$ cat config.mk
export PLATFORM = sky130hd
export DESIGN_NAME = pipe_hazard_ctrl
export DESIGN_NICKNAME = d
export VERILOG_FILES = /design/src/rtl/pipe_hazard_ctrl.sv
export SDC_FILE = /design/constraint.sdc
export NUM_CORES = 1
export LEC_CHECK = 0
export CAP_MARGIN = 40
export CELL_PAD_IN_SITES_DETAIL_PLACEMENT = 1
export CELL_PAD_IN_SITES_GLOBAL_PLACEMENT = 1
export CORE_UTILIZATION = 32
export CTS_BUF_LIST = sky130_fd_sc_hd__clkbuf_16
export DETAILED_ROUTE_END_ITERATION = 12
export PLACE_DENSITY = 0.73
export SLEW_MARGIN = 20
export SYNTH_ARGS = -nofsm -noshare
export SYNTH_HDL_FRONTEND = slang
export SYNTH_SLANG_ARGS = --single-unit
export TNS_END_PERCENT = 1
$ cat constraint.sdc
create_clock -name clk -period 2.09 [get_ports clk]
set_clock_uncertainty 0.1 [all_clocks]
set_input_delay 0.418 -clock clk [delete_from_list [all_inputs] [get_ports clk]]
set_output_delay 0.418 -clock clk [all_outputs]
set_load 0.1 [all_outputs]
$ cat src/rtl/pipe_hazard_ctrl.sv
// Stall/flush controller for the 5-stage pipeline: load-use bubbles, multi-cycle
// data-memory freeze with timeout, taken-branch flush and a stall performance counter.
module pipe_hazard_ctrl #(
    parameter int MEM_TIMEOUT = 16,
    parameter int CNT_W       = 32
) (
    input  logic             clk,
    input  logic             rst,
    input  logic [4:0]       rs1_from_id,
    input  logic [4:0]       rs2_from_id,
    input  logic             rs1_used_from_id,
    input  logic             rs2_used_from_id,
    input  logic [4:0]       rd_from_ex,
    input  logic             read_mem_from_ex,
    input  logic             branch_taken_from_ex,
    input  logic             mem_req_from_mem,
    input  logic             mem_ready,
    output logic             pc_stall,
    output logic             if_id_stall,
    output logic             id_stall_req,
    output logic             if_id_flush,
    output logic             mem_err,
    output logic [CNT_W-1:0] stall_cnt
);
    localparam int WW = $clog2(MEM_TIMEOUT) + 1;
    localparam logic [WW-1:0] WAIT_LAST = WW'(MEM_TIMEOUT - 1);

    typedef enum logic [1:0] {RUN, MEM_WAIT, ERR} state_t;

    state_t        state, state_nx;
    logic [WW-1:0] wait_cnt, wait_cnt_nx;
    logic          mem_err_q, mem_err_nx;
    logic          load_use, mem_block;
    logic          run_stall, run_bubble, run_flush;

    assign load_use = read_mem_from_ex && (rd_from_ex != 5'd0) &&
                      ((rs1_used_from_id && (rs1_from_id == rd_from_ex)) ||
                       (rs2_used_from_id && (rs2_from_id == rd_from_ex)));
    assign mem_block = mem_req_from_mem && !mem_ready;

    // A taken branch kills the ID instruction, so its load-use hazard is moot.
    assign run_flush  = branch_taken_from_ex;
    assign run_bubble = branch_taken_from_ex || load_use;
    assign run_stall  = !branch_taken_from_ex && load_use;

    always_comb begin
        state_nx     = state;
        wait_cnt_nx  = wait_cnt;
        mem_err_nx   = mem_err_q;
        pc_stall     = 1'b0;
        if_id_stall  = 1'b0;
        id_stall_req = 1'b0;
        if_id_flush  = 1'b0;
        case (state)
            RUN: begin
                if (mem_block) begin
                    pc_stall    = 1'b1;
                    if_id_stall = 1'b1;
                    state_nx    = MEM_WAIT;
                    wait_cnt_nx = WW'(1);
                end else begin
                    pc_stall     = run_stall;
                    if_id_stall  = run_stall;
                    id_stall_req = run_bubble;
                    if_id_flush  = run_flush;
                end
            end
            MEM_WAIT: begin
                if (mem_ready) begin
                    pc_stall     = run_stall;
                    if_id_stall  = run_stall;
                    id_stall_req = run_bubble;
                    if_id_flush  = run_flush;
                    state_nx     = RUN;
                    wait_cnt_nx  = '0;
                end else begin
                    pc_stall    = 1'b1;
                    if_id_stall = 1'b1;
                    if (wait_cnt == WAIT_LAST) begin
                        state_nx   = ERR;
                        mem_err_nx = 1'b1;
                    end else begin
                        wait_cnt_nx = wait_cnt + WW'(1);
                    end
                end
            end
            ERR: begin
                pc_stall    = 1'b1;
                if_id_stall = 1'b1;
            end
            default: state_nx = RUN;
        endcase
        if (rst) begin
            pc_stall     = 1'b0;
            if_id_stall  = 1'b0;
            id_stall_req = 1'b0;
            if_id_flush  = 1'b0;
        end
    end

    always_ff @(posedge clk) begin
        if (rst) begin
            state     <= RUN;
            wait_cnt  <= '0;
            mem_err_q <= 1'b0;
            stall_cnt <= '0;
        end else begin
            state     <= state_nx;
            wait_cnt  <= wait_cnt_nx;
            mem_err_q <= mem_err_nx;
            if (pc_stall && (stall_cnt != {CNT_W{1'b1}}))
                stall_cnt <= stall_cnt + CNT_W'(1);
        end
    end

    assign mem_err = mem_err_q && !rst;

endmodule

## Word level (Yosys, flattened, before mapping)

Cells that the tools add are included.

| storage, ports and cells | value |
|---|---|
| flip-flop bits (word level) | 40 |
| input port bits | 23 |
| output and inout port bits | 37 |
| logic and storage cells | 56 |

| operators by class | value |
|---|---|
| $add $sub $neg | 2 |
| equal/unequal tests | 9 |
| muxes and demuxes | 20 |
| bitwise operators | 2 |
| reduce and logical (&&, ||, !) cells | 19 |

Operators with widths:

| cell | number |
|---|---|
| 32-bit by 1-bit adder with 32-bit output, second input constant | 1 |
| 32-bit inequality test, second input constant | 1 |
| 5-bit two-way mux | 3 |
| 5-bit equality test | 2 |
| 5-bit case mux with 2 select lines | 1 |
| 1-bit two-way mux | 9 |
| 3-bit AND reduction | 3 |
| 1-bit logical AND | 8 |
| 2-bit two-way mux | 3 |
| 3-bit inequality test, second input constant | 2 |
| 2-bit case mux with 3 select lines | 1 |
| 5-bit by 1-bit adder with 5-bit output, second input constant | 1 |
| 5-bit by 4-bit equality test with 1-bit output, second input constant | 1 |
| 5-bit nonzero test | 1 |
| 1-bit case mux with 2 select lines | 2 |
| 1-bit logical NOT | 3 |
| 1-bit case mux with 3 select lines | 1 |
| 2-bit by 1-bit equality test with 1-bit output, second input constant | 1 |
| 2-bit equality test, second input constant | 1 |
| 2-bit logical NOT | 1 |
| 1-bit logical OR | 2 |
| 2-bit inequality test, second input constant | 1 |
| 1-bit NOT | 2 |
| 2-bit nonzero test | 1 |

## Longest topological paths before layout

Gate-level depths: netlist of the first run.

| depth | value |
|---|---|
| word-level depth | 9 |
| gate-level depth with buffers | 9 |
| gate-level depth less buffers | 9 |

## Worst setup path before layout of the first run

Ideal clock, no wire load.

| timing | value |
|---|---|
| path kind | input to output |
| from | in rd_from_ex[1] |
| to | out pc_stall |
| arrival | 3.720 ns |
| required time | 1.572 ns |
| setup slack | -2.148 ns |
| stages | 6 |
| buffers on the path | 1 |
| path through | xnor2_1 -> nand4_1 -> o22ai_2 -> nand2_1 -> o21ai_0 -> buf_4 |

| between the ends | value |
|---|---|
| longest elaborated chain between the ends | 8 |
| elaborated cells on any way between the ends | 13 |
| those cells by class | 2 x eq/ne; 4 x mux; 7 x reduce/logical |

RTL lines:

| what | line | RTL |
|---|---|---|
| from (decl) | 13 | `input logic [4:0] rd_from_ex,` |
| 5-bit equality test, on equally long branches | 37, 38 |  |
| 1-bit logical AND, on equally long branches | 37, 38 |  |
| 1-bit logical OR | 37 | `((rs1_used_from_id && (rs1_from_id == rd_from_ex)) \|\|` |
| 1-bit logical AND (*) | 36 | `assign load_use = read_mem_from_ex && (rd_from_ex != 5'd0) &&` |
| 1-bit logical AND (*) | 44 | `assign run_stall = !branch_taken_from_ex && load_use;` |
| 1-bit two-way mux, on equally long branches | - |  |
| 1-bit case mux with 3 select lines (*) | - |  |
| 1-bit two-way mux (*) | - |  |
| to (decl) | 18 | `output logic pc_stall,` |

Mark *: on every way between the ends. The rest lies on a longest branch, timed or not.

## Worst setup path after layout of the first run

| timing | value |
|---|---|
| from | reg stall_cnt[24] |
| to | reg stall_cnt[1] |

| between the ends | value |
|---|---|
| longest elaborated chain between the ends | 2 |

RTL lines:

| what | line | RTL |
|---|---|---|
| from (decl) | 23 | `output logic [CNT_W-1:0] stall_cnt` |
| from (signal assigned) | 112 | `stall_cnt <= stall_cnt + CNT_W'(1);` |
| 32-bit inequality test | 111 | `if (pc_stall && (stall_cnt != {CNT_W{1'b1}}))` |
| 1-bit logical AND | 111 |  |

Every way passes these cells.
A chain may end at the register's enable or synchronous reset.

==> results of run 1 <==
==> per-stage QoR <==
step | area [um^2] | setup WS, ns
after floorplan | 2415 | -0.3123
after global placement | 3446 | -0.6463
after detailed placement | 3446 | -0.6790
after CTS | 3821 | -0.1125
after global routing | 4003 | -0.2696
final | 4003 | -0.2345
==> logic make-up (layout without fill, tap and decap cells) <==
family | count (synthesis) | count (layout) | share of synthesized area
AO/OA/AOI/OAI | 77 | 77 | 0.2102
XOR/XNOR | 13 | 13 | 0.04981
adder cells (fa/ha/maj) | 3 | 3 | 0.01642
buffers and inverters | 20 | 140 | 0.04214
flip-flops | 40 | 40 | 0.3503
multiplexers | 5 | 5 | 0.02354
AND/OR/NAND/NOR | 123 | 123 | 0.3076
==> worst max path at each step <==
| stage | start | end | slack [ns] |
|---|---|---|---|
| finish | stall_cnt[24] | stall_cnt[1] | -0.23 |
| global route | stall_cnt[24] | stall_cnt[1] | -0.27 |
| CTS | rd_from_ex[4] | id_stall_req | -0.11 |
| detailed placement | rd_from_ex[2] | stall_cnt[1] | -0.68 |
| global placement | rd_from_ex[4] | if_id_stall | -0.65 |
| floorplan | rd_from_ex[3] | pc_stall | -0.31 |
==> layout make-up <==
cell class | count | area (um^2)
clock buffers | 5 | 125.1
clock inverters | 3 | 90.09
fillers | 796 | 2829
inverters | 7 | 26.28
multi-input cells | 221 | 1694
flip-flops and latches | 40 | 878.3
well taps | 96 | 120.1
repair buffers | 125 | 1069
==> routing by layer <==
| metal | vias to the layer above | global-route usage |
|---|---|---|
| li1 | 1297 | - |
| met1 | 1375 | 0.2788 |
| met2 | 69 | 0.4380 |
| met3 | 27 | 0.04571 |
| met4 | 0 | 0.07273 |
| met5 | - | 0 |
==> power by group <==
group / total [W] / switching (W) / internal (W)
registers: 0.000755 / 0.00000457 / 0.000751
clock network: 0.00112 / 0.000319 / 0.000805
logic: 0.000290 / 0.000159 / 0.000130
==> worst register-to-register path, cell delays in order, from the launching register on <==
cell      delay, ns
dfxtp_4        0.38
nand4_1        0.27
nor4bb_4       0.47
a211oi_2       0.16
a21oi_2        0.26
buf_4          0.16
buf_6          0.13
mux2i_1        0.20
nor2_1         0.06
==> sequential cells by signal, summed over array words and instances (netlist names) <==
name and flops:
stall_cnt 32, wait_cnt 5, mem_err_q 1, state 2
==> placed cells by master (no fill, tap or decap), types with 8 or more instances in the layout <==
cell type   n
nand4_1    10
buf_6      12
a21oi_2    10
or3_1      15
a21oi_1    21
o21ai_0    17
dfxtp_4    15
dfxtp_1     8
buf_4      89
nand3_1    13
dfxtp_2    17
nand2_1    15
nor2_1     19
==> timing repair <==
action	CTS	global route
setup buffers	4	5
gates cloned	1	0
endpoints found under the setup margin	37	36
pin swaps	29	27
gates resized for setup	101	38
==> flow_metrics.py, run 1 <==
metrics = {
    "grt": {
        "grt_pass1_vias": 2884,
        "grt_max_degree": 37,
        "grt_pass1_wl_um": 13940,
        "antenna_found_initial": 0,
        "overflow": 0,
        "groute.usage.overall": 0.2383,
    },
    "hold_path": {
        "hp-class": "reg -> reg",
        "min_from": "mem_err_q",
        "hold_path_end": "mem_err_q",
        "hold_depth": 2,
    },
    "logic_synthesis": {
        "synth.most_common_cell": "dfxtp_1",
        "synth-seq-cells": 40,
        "yosys.area.top_type": "dfxtp_1",
        "synthFlopType": "dfxtp_1",
        "synth_edf_count": 0,
        "post_synth_num_cell_types": 50,
        "netlist_area_mm2": 0.002286,
        "synth_nets": 307,
        "yosys-top-cells-count": "40 x dfxtp_1, 31 x a21oi_1, 22 x nor2_1, 19 x o21ai_0, 17 x nand2_1",
        "yosysWarnings": 0,
        "synth.area.top_cells": "dfxtp_1 35%, a21oi_1 6.8%, o21ai_0 4.2%, or3_1 4.1%, xnor2_1 3.8%",
        "ys_seq_area_frac": 0.3503,
        "synth.top_cell.area_share": 0.3503,
        "syn_avg_cell_area_um2": 8.135,
        "synthCells": 281,
        "synthArstFlopShare": 0,
    },
    "critical_path": {
        "slowest_stage": "nor4bb_4",
        "regToRegSetupSlack_ns": -0.23,
        "path_delay_family": "simple AND/OR/NAND/NOR gates",
        "path_cells": "nand4_1 > nor4bb_4 > a211oi_2 > a21oi_2 > buf_4 > buf_6 > mux2i_1 > nor2_1",
        "reg2reg_to": "stall_cnt[1]",
        "start_kind": "register",
        "path_buf_inv": 2,
        "worst-path-stages": 8,
        "cp-end-kind": "register",
        "reg2regPathDepth": 8,
        "required_ns": 2.14,
        "worstPathArrival_ns": 2.37,
        "criticalPathCategory": "reg -> reg",
        "crit_path_max_fanout": 8,
        "max_stage_delay_ns": 0.47,
        "rr_startpoint": "stall_cnt[24]",
    },
    "clock_tree": {
        "htree_levels": 2,
        "cts.reportedPaths.clkPinSlew_ns": 0.06,
        "cts_hold_buf": 0,
        "clk_path_buf_depth": 2,
        "clock_latency_ns": 0.28,
        "tritoncts": "done",
        "cts.sink_count": 40,
        "clockRootBuffer": "clkbuf_16",
        "cts_made_buffers": 5,
    },
    "sta": {
        "max-slew-margin-rel": 0.6770,
        "holdWs_ns": 0.3757,
        "layout_worst_path_cycle_share": 1.112,
        "final_max_slew_viol_count": 0,
        "tns_ns": -2.701,
        "rsz0062_at_grt": "yes",
        "clock.fmax_mhz": 430.2,
        "period_needed_ns": 2.324,
        "hold_viol_final": 0,
        "fin_ws_ns": -0.2345,
        "finalSetupViolCount": 29,
        "worstMarginPinSlew_ns": 0.4795,
    },
    "run_status": {
        "status": "finished with violations",
        "violations": "setup timing",
    },
    "routing": {
        "wire_per_inst_um": 19.50,
        "vias": 2768,
        "top_layer_used": "met4",
        "firstDrtPassIters": 4,
        "drt_iter0_drc": 81,
        "wl_met3_um": 325,
        "wl_met2_um": 5120,
        "wl_met1_um": 3968,
        "viasPerCell": 5.569,
        "routed_wl_um": 9693,
        "drtAntennaViolNets": 0,
        "drc_errors": 0,
    },
    "pwr": {
        "p_leak_nw": 1.595,
        "irDropWorstVdd_mv": 0.4529,
        "finalPower_w": 0.002170,
        "p_per_area_mw_per_mm2": 542.0,
    },
    "floorplanning": {
        "num_rows": 30,
        "io_pins": 60,
        "coreArea_mm2": 0.006832,
        "die_w_um": 86.52,
        "die_h_um": 86.52,
        "die_area_mm2": 0.007486,
        "start_util": 0.3346,
    },
    "final_layout": {
        "final_util": 0.5859,
        "diodes": 0,
        "drive_gt1_frac": 0.5387,
        "fin_nets": 426,
        "final_cells": 497,
        "syn_to_final_growth_pct": 75.10,
    },
    "placement": {
        "dpl.hpwl_um": 5834,
        "dp_cells": 479,
        "gp_congestion": 0.7794,
        "portBuffers": 59,
    },
    "flow_run": {
        "maxCapViolCount": 0,
    },
}
Note: power is estimated with default switching activity, not from simulation.
==> inputs of run 2 (changes only) <==
- PLACE_DENSITY: 0.73 -> 0.79
==> run 2 against run 1 <==
The run still ends with setup timing left. Critical path depth is 1 lower. Clock-buffer cell count is the same. Via count is 0.11% lower. Setup slack better by 0.069 ns. Critical path type is now in -> out. Register-to-register slack gained 0.09 ns. Worst hold slack better by 0.019 ns. Non-clock buffer count is 2 higher. Utilization down 0.35 points. Total power shrank 12%. Fmax grew 3.0%.
==> flow_metrics.py, run 2 (synthesized netlist as in run 1, its figures left out) <==
metrics = {
    "final_layout": {
        "final_cells": 499,
        "top_regs": "stall_cnt x32, wait_cnt x5, state x2",
        "drive_gt1_frac": 0.5533,
        "fin_area_mm2": 0.003979,
        "seq_area_um2": 883.3,
        "largest_reg_flops": 32,
        "diodes": 0,
        "multi_input_area_mm2": 0.001719,
        "syn_to_final_growth_pct": 74.06,
        "layout_common_cells": "94 x buf_4, 20 x a21oi_1, 19 x nor2_1",
        "final_common_cell": "buf_4",
        "largest-register": "stall_cnt",
        "fin_nets": 428,
        "fillers": 803,
    },
    "clock_tree": {
        "tritoncts": "done",
        "clk_path_buf_depth": 2,
        "cts.reportedPaths.clkPinSlew_ns": 0.06,
        "cts_hold_buf": 0,
        "clockRootBuffer": "clkbuf_16",
        "htree_levels": 2,
        "cts_made_buffers": 5,
        "cts.sink_count": 40,
        "clock_latency_ns": 0.29,
    },
    "critical_path": {
        "worstPathArrival_ns": 1.74,
        "path_cells": "buf_8 > or4_4 > o21ai_4 > inv_2 > a21oi_2 > nor2b_2 > buf_12",
        "path_delay_family": "simple AND/OR/NAND/NOR gates",
        "rr_startpoint": "stall_cnt[5]",
        "max_stage_delay_ns": 0.54,
        "reg2reg_to": "stall_cnt[30]",
        "required_ns": 1.57,
        "path_buf_inv": 3,
        "crit_path_max_fanout": 3,
        "reg2regPathDepth": 7,
        "start_kind": "primary input",
        "criticalPathCategory": "in -> out",
        "regToRegSetupSlack_ns": -0.14,
        "cp-end-kind": "output pin",
        "slowest_stage": "or4_4",
    },
    "floorplanning": {
        "io_pins": 60,
        "num_rows": 30,
        "coreArea_mm2": 0.006832,
        "start_util": 0.3346,
        "die_w_um": 86.52,
        "die_area_mm2": 0.007486,
        "die_h_um": 86.52,
    },
    "routing": {
        "drc_errors": 0,
        "viasPerCell": 5.541,
        "wire_per_inst_um": 19.61,
        "firstDrtPassIters": 4,
        "drtAntennaViolNets": 0,
        "routed_wl_um": 9786,
        "vias": 2765,
        "drt_iter0_drc": 102,
    },
    "hold_path": {
        "hold_depth": 2,
        "hold_path_end": "mem_err_q",
        "hp-class": "reg -> reg",
        "min_from": "mem_err_q",
    },
    "grt": {
        "antenna_found_initial": 0,
        "grt_max_degree": 37,
        "overflow": 0,
        "grt_pass1_wl_um": 15240,
        "groute.usage.overall": 0.2640,
        "grt_pass1_vias": 2918,
    },
    "sta": {
        "layout_worst_path_cycle_share": 1.079,
        "finalSetupViolCount": 31,
        "max-slew-margin-rel": 0.6319,
        "final_max_slew_viol_count": 0,
        "worstMarginPinSlew_ns": 0.5464,
        "rsz0062_at_grt": "yes",
        "period_needed_ns": 2.256,
        "fin_ws_ns": -0.1658,
        "clock.fmax_mhz": 443.3,
        "hold_viol_final": 0,
    },
    "flow_run": {
        "maxCapViolCount": 0,
    },
    "placement": {
        "dpl.hpwl_um": 5947,
        "placed_area_mm2": 0.003468,
        "dp_cells": 482,
        "gp_congestion": 0.8076,
        "portBuffers": 59,
    },
    "pwr": {
        "p_leak_nw": 1.551,
        "p_per_area_mw_per_mm2": 482.2,
        "finalPower_w": 0.001919,
        "irDropWorstVdd_mv": 0.3759,
    },
    "run_status": {
        "violations": "setup timing",
        "status": "finished with violations",
    },
}
run 2: layer usage:
layer	wire length, um	part of all wire	track usage
met1	4133	0.42	0.3062
met2	5094	0.52	0.4870
met3	272	0.028	0.04000
met4	286	0.029	0.1000
met5	0	0	0
run 2: timing repair:
action,CTS,global route
buffers inserted,8,0
resized for setup,115,26
endpoints found under the hold margin,0,0
pin swaps,28,12
endpoints found under the setup margin,37,38
cloned,1,0
run 2: worst max path at each step:
stage	startpoint	to	slack, ns	cells after the start
3_3_place_gp	rd_from_ex[3]	pc_stall	-0.64	8
5_1_grt	rs2_from_id[2]	if_id_stall	-0.20	8
4_1_cts	rd_from_ex[4]	id_stall_req	-0.13	7
6_report	rd_from_ex[4]	id_stall_req	-0.17	7
3_5_place_dp	rd_from_ex[2]	stall_cnt[20]	-0.74	9
2_1_floorplan	rd_from_ex[3]	pc_stall	-0.31	6
run 2: stage by stage:
step	hold WS, ns	setup TNS, ns	worst slack, ns	utilization
final	0.3951	-2.296	-0.1658	0.5824
after global routing	0.4271	-4.023	-0.2015	0.5824
after CTS	0.3841	-0.9531	-0.1268	0.5663
after detailed placement	0.3737	-23.93	-0.7409	0.5077
after global placement	0.3619	-19.73	-0.6434	0.5077
after floorplan	0.3502	-6.284	-0.3123	-
run 2: worst register-to-register path, stage by stage (launching register included):
cell and delay [ns]:
dfxtp_4 0.36, nand4_2 0.13, or4_4 0.57, nor4_4 0.17
a31oi_2 0.11, buf_6 0.18, or3_1 0.37, a21oi_2 0.16
run 2: power breakdown:
| part | internal, W | switching (W) | leakage, nW |
|---|---|---|---|
| logic | 0.000134 | 0.000163 | 1.12 |
| clock network | 0.000557 | 0.000311 | 0.0850 |
| registers | 0.000748 | 0.00000646 | 0.344 |
run 2: layout make-up:
class                   count  share of cell area
multi-input cells         221              0.4321
inverters                   7            0.006604
clock buffers               5             0.03145
flip-flops and latches     40              0.2220
repair buffers            127              0.2679
clock inverters             3            0.009748
well taps                  96             0.03019
==> inputs of run 3 (changes only) <==
- ABC_CLOCK_PERIOD_IN_PS: not set -> 2090
==> results of run 3 <==
Same layout as run 2: the final DEF is identical, and so are final timing and power.
